<file path="src/rtl/ddr_perf_wr_gen.sv">
// AXI-4 write-traffic initiator for DDR performance measurement.
// Splits a transfer into 4 KB-safe bursts, one outstanding at a time.
module ddr_perf_wr_gen #(
  parameter logic [15:0] ID_VAL = 16'h0000
) (
  input  logic         clk,
  input  logic         rst,
  input  logic         start,
  input  logic [31:0]  start_addr,
  input  logic [31:0]  burst_len,
  input  logic [31:0]  write_val,
  output logic         busy,
  output logic         done,
  output logic         err,
  output logic [31:0]  cycle_count,
  output logic [15:0]  awid,
  output logic [63:0]  awaddr,
  output logic [7:0]   awlen,
  output logic [2:0]   awsize,
  output logic         awvalid,
  input  logic         awready,
  output logic [511:0] wdata,
  output logic [63:0]  wstrb,
  output logic         wlast,
  output logic         wvalid,
  input  logic         wready,
  input  logic [15:0]  bid,
  input  logic [1:0]   bresp,
  input  logic         bvalid,
  output logic         bready
);

  typedef enum logic [2:0] {
    S_IDLE, S_AW, S_W, S_B, S_DONE
  } state_e;

  state_e      state_q, state_d;
  logic [31:0] cur_addr_q, cur_addr_d;
  logic [31:0] remaining_q, remaining_d;
  logic [31:0] write_val_q, write_val_d;
  logic [31:0] beat_idx_q, beat_idx_d;
  logic [31:0] cycle_q, cycle_d;
  logic [6:0]  beat_cnt_q, beat_cnt_d;
  logic        err_q, err_d;

  logic [6:0]  room;
  logic [6:0]  n;
  logic [31:0] rem_next;
  logic [31:0] beat_data;
  logic        unused_ok;

  assign unused_ok = ^{bid, start_addr[5:0]};

  // Beats left before the next 4 KB page boundary.
  assign room = 7'd64 - {1'b0, cur_addr_q[11:6]};
  assign n = (remaining_q < {25'd0, room}) ? remaining_q[6:0] : room;
  assign rem_next = remaining_q - {25'd0, n};
  assign beat_data = write_val_q + beat_idx_q;

  assign busy    = (state_q == S_AW) || (state_q == S_W) ||
                   (state_q == S_B);
  assign done    = (state_q == S_DONE);
  assign awvalid = (state_q == S_AW);
  assign wvalid  = (state_q == S_W);
  assign bready  = (state_q == S_B);
  assign err         = err_q;
  assign cycle_count = cycle_q;
  assign awid    = ID_VAL;
  assign awsize  = 3'd6;
  assign wstrb   = '1;
  assign awaddr  = awvalid ? {32'd0, cur_addr_q} : 64'd0;
  assign awlen   = awvalid ? {1'b0, n - 7'd1} : 8'd0;
  assign wdata   = wvalid ? {16{beat_data}} : 512'd0;
  assign wlast   = wvalid && (beat_cnt_q == n - 7'd1);

  always_comb begin
    state_d     = state_q;
    cur_addr_d  = cur_addr_q;
    remaining_d = remaining_q;
    write_val_d = write_val_q;
    beat_idx_d  = beat_idx_q;
    beat_cnt_d  = beat_cnt_q;
    err_d       = err_q;
    cycle_d     = cycle_q;
    if (busy && cycle_q != 32'hFFFF_FFFF) begin
      cycle_d = cycle_q + 32'd1;
    end
    unique case (state_q)
      S_IDLE: begin
        if (start) begin
          cur_addr_d  = {start_addr[31:6], 6'b0};
          remaining_d = burst_len;
          write_val_d = write_val;
          beat_idx_d  = 32'd0;
          err_d       = 1'b0;
          cycle_d     = 32'd0;
          state_d     = (burst_len == 32'd0) ? S_DONE : S_AW;
        end
      end
      S_AW: begin
        beat_cnt_d = 7'd0;
        if (awready) state_d = S_W;
      end
      S_W: begin
        if (wready) begin
          beat_idx_d = beat_idx_q + 32'd1;
          beat_cnt_d = beat_cnt_q + 7'd1;
          if (wlast) state_d = S_B;
        end
      end
      S_B: begin
        if (bvalid) begin
          err_d       = err_q | (bresp != 2'b00);
          remaining_d = rem_next;
          cur_addr_d  = cur_addr_q + {19'd0, n, 6'd0};
          state_d     = (rem_next == 32'd0) ? S_DONE : S_AW;
        end
      end
      S_DONE: state_d = S_IDLE;
      default: state_d = S_IDLE;
    endcase
  end

  always_ff @(posedge clk) begin
    if (rst) begin
      state_q     <= S_IDLE;
      cur_addr_q  <= 32'd0;
      remaining_q <= 32'd0;
      write_val_q <= 32'd0;
      beat_idx_q  <= 32'd0;
      beat_cnt_q  <= 7'd0;
      err_q       <= 1'b0;
      cycle_q     <= 32'd0;
    end else begin
      state_q     <= state_d;
      cur_addr_q  <= cur_addr_d;
      remaining_q <= remaining_d;
      write_val_q <= write_val_d;
      beat_idx_q  <= beat_idx_d;
      beat_cnt_q  <= beat_cnt_d;
      err_q       <= err_d;
      cycle_q     <= cycle_d;
    end
  end

endmodule

</file>
<file path="config.mk">
export PLATFORM = sky130hd
export DESIGN_NAME = ddr_perf_wr_gen
export DESIGN_NICKNAME = d
export VERILOG_FILES = /design/src/rtl/ddr_perf_wr_gen.sv
export SDC_FILE = /design/constraint.sdc
export NUM_CORES = 1
export LEC_CHECK = 0
export CAP_MARGIN = 10
export CORE_AREA = 2 2 320 322
export DETAILED_ROUTE_END_ITERATION = 16
export DIE_AREA = 0 0 322 324
export SLEW_MARGIN = 15
export SYNTH_ARGS = -nofsm -noshare
export SYNTH_HDL_FRONTEND = slang
export SYNTH_SLANG_ARGS = --single-unit
</file>
<file path="constraint.sdc">
create_clock -name clk -period 19.1 [get_ports clk]
set_input_delay 1.91 -clock clk [delete_from_list [all_inputs] [get_ports clk]]
set_output_delay 1.91 -clock clk [all_outputs]
set_load 0.05 [all_outputs]
</file>
==> impl_metrics.toml <==
[route]
ant_nets = 0
wirelength_microns = 67500
drc = 0
drt-wirelength-per-cell_microns = 18.0
vias = 15174
drt_pre_antenna_iters = 5
drt_iter0_markers = 981
viasPerCell = 4.05

[worst_setup_path]
reg2reg_slack_ns = 11.52
slowest_stage = "clkdlybuf4s50_1"
r2r-end = "state_q[0]$_SDFFE_PP0P_"
path_class = "reg2out"
endpoint_kind = "output pin"
critPathMaxFanout = 18
r2r_cells = 20
crit_start = "cur_addr_q[6]$_SDFFE_PP0P_"
start_kind = "flop"
worst_ep_arrival_time_ns = 6.79
crit_chain = "inv_1 -> ha_1 -> nor3b_1 -> and3_1 -> inv_1 -> ha_1 -> nor2b_1 -> o211a_1 -> o31ai_1 -> o221ai_2 -> mux2_2 -> o311a_1 -> or4_1 -> a2bb2o_1 -> nor3_1 -> clkdlybuf4s50_1"
worstPathRequired_ns = 17.19
regToRegStartpoint = "cur_addr_q[6]$_SDFFE_PP0P_"
max_stage_delay_ns = 0.91

[global_routing]
grt_max_degree = 83
overflow = 0
grt_pass1_wl_microns = 91800
grt_usage_pct = 12.1
antenna_found_initial = 19
first_global_vias = 13247

[die]
die_y_microns = 324
ioPinCount = 826
dieArea_sq_mm = 0.104
initial_core_util_pct = 16.3
die_w_microns = 322
row_count = 117
core_area_sq_mm = 0.101

[synthesis]
muxShareOfSynthArea_pct = 0.978
synthTopCellsByArea = "buf_4, dfxtp_1, nor2_1, nand2_1, a21oi_1"
synth_compound_area_share_pct = 17.1
syn_area_per_cell_sq_um = 7.27
ys_seq_area_share_pct = 20.0
yosysTopAreaCell = "buf_4"
synthAdderAreaFrac_pct = 4.34
yosysTopAreaCellShare_pct = 27.4
synth_enable_flop_cells = 0
synth_xor_xnor_area_share_pct = 5.53
synth_top_family_by_area = "buffers and inverters"
ys_ff_latch = 165
netlist_area_sq_mm = 0.0165
ys.flop_type = "dfxtp_1"
synth_cell_types = 85
async_reset_ff_share_pct = 0
syn_inst = 2271
synth-simple-area-share_pct = 21.3
ys.warnings.count = 0

[clock_tree]
cts_buffers = 17
clock_sinks = 165
post-cts-setup-buffers = 0
path_clk_slew_ns = 0.08
cts-htree-levels = 4
cts_tree = "yes"
hold_buffers = 0
ctsResizeCount = 0
clk_latency_ns = 0.50
clock-root-buffer = "clkbuf_16"
clk_path_buf_depth = 2

[timing]
setup_viol = 0
period_needed_ns = 8.70
finalSetupTns_ns = 0
worstMarginPinSlew_ns = 1.09
hold_viol_final = 0
rsz0062_at_grt = "false"
relSlewSlack_pct = 27.2
fin_crit_sh_pct = 45.6
fin_skew_ns = 0.0295
fmax_mhz = 115
slew_violations = 0

[placement]
io_buffers = 681
hpwlAfterDp_microns = 53900
dp_cells = 3716
globalplace.congestion = 0.869
dpl-instance-area_sq_mm = 0.0208

[layout]
fillers = 11295
syn_to_final_growth_pct = 29.6
drive_gt1_share_pct = 4.35
stdcell_area_sq_mm = 0.0214
final_cells = 3750
layout.nets = 2598

[power_and_ir_drop]
total_power_mw = 1.32
p_leak_nw = 7.66
p_per_area_mw_per_mm2 = 61.5
ir_drop_mv = 0.0687

[min_path]
worstHoldPathType = "reg2reg"
hp-start = "err$_SDFFE_PP0P_"
whs_endpoint = "err$_SDFFE_PP0P_"
min_path_cells = 2

[status]
status = "complete, no violations"

[job]
max_cap_violations = 0
-- where the power goes --
group / total (mW) / switching [mW] / internal, mW / leakage, nW
clock: 0.355 / 0.170 / 0.185 / 0.275
sequential: 0.394 / 0.0313 / 0.363 / 1.35
combinational: 0.566 / 0.389 / 0.177 / 6.04
-- how the worst max path moves through the flow --
stage	endpoint	slack [ns]
after floorplan	wlast	12.30
after global placement	wlast	10.91
after detailed placement	wlast	10.85
after CTS	wlast	10.28
after global routing	wlast	10.08
final	wlast	10.40
-- per-stage QoR --
step	worst slack, ns	util, %	hold slack [ns]
after floorplan	12.30	-	0.441
after global placement	10.91	20.6	0.443
after detailed placement	10.85	20.6	0.447
after CTS	10.28	21.2	0.459
after global routing	10.08	21.2	0.468
final	10.40	21.2	0.455
-- registers in the layout, indices dropped and copies added, names as in the netlist --
signal and flops:
remaining_q 32, cycle_count 32, err 1, write_val_q 32, cur_addr_q 26, beat_cnt_q 7
beat_idx_q 32, state_q 3
-- worst max-delay path, delay by kind of cell, from the launching register on --
kind,cells,cell delay (ns)
flip-flops,1,0.42
multiplexers,1,0.50
AO/OA/AOI/OAI,5,1.77
adder cells (fa/ha/maj),2,0.54
AND/OR/NAND/NOR,5,1.94
buffers and inverters,3,1.13
-- cells by family (layout without fill, tap and decap cells) --
group | Yosys count | after routing
buf+inv | 744 | 791
compound gates | 444 | 444
xor+xnor | 101 | 101
fa+ha+maj | 57 | 57
other cells | 2 | 125
simple gates | 743 | 743
flops | 165 | 165
mux | 15 | 15
-- per-layer routing --
| layer | vias to the layer above | GRT usage, % | part of all wire (%) |
|---|---|---|---|
| li1 | 7355 | - | - |
| met1 | 7114 | 14.9 | 42 |
| met2 | 623 | 20.5 | 48 |
| met3 | 58 | 4.05 | 8.3 |
| met4 | 24 | 2.32 | 1.0 |
| met5 | - | 0 | 0.23 |
-- cell usage after synthesis, types with 5 or more instances --
cell	number
a211oi_1	25
a21o_1	23
a21oi_1	146
a22oi_1	24
a311oi_1	9
a31oi_1	8
and2_1	39
and3_1	18
and4_1	9
buf_1	5
buf_4	603
clkbuf_1	86
dfxtp_1	165
ha_1	50
inv_1	45
maj3_1	5
mux2_2	8
mux2i_1	6
nand2_1	202
nand2b_1	26
nand3_1	41
nand3b_1	5
nand4_1	34
nor2_1	244
nor2b_1	10
nor3_1	37
nor4_1	22
o211ai_1	13
o21a_1	5
o21ai_0	101
o21bai_1	8
o22ai_1	9
o31ai_1	11
o41ai_1	9
or2_2	6
or3_1	22
or4_1	8
xnor2_1	41
xor2_1	58
-- layout by cell type (no fill, tap or decap), types with 34 or more instances in the layout --
cell type	n
and2_1	39
nand2_1	200
dfxtp_1	165
nand3_1	41
nor2_1	236
xnor2_1	41
conb_1	122
o21ai_0	101
a21oi_1	144
nor3_1	36
nand4_1	34
clkdlybuf4s50_1	680
inv_1	45
ha_1	50
xor2_1	58
-- cell type report --
class                      instances  area [sq um]  area share (%)
antenna                            3          7.51          0.0351
clock buffer                      20           447            2.09
clock inverter                    11           118           0.550
inverter                          47           176           0.825
multi-input combinational       1482          8650            40.4
sequential                       165          3300            15.4
tap                             1309          1640            7.66
timing repair buffer             713          7050            33.0
Note: power is estimated with default switching activity, not from simulation.
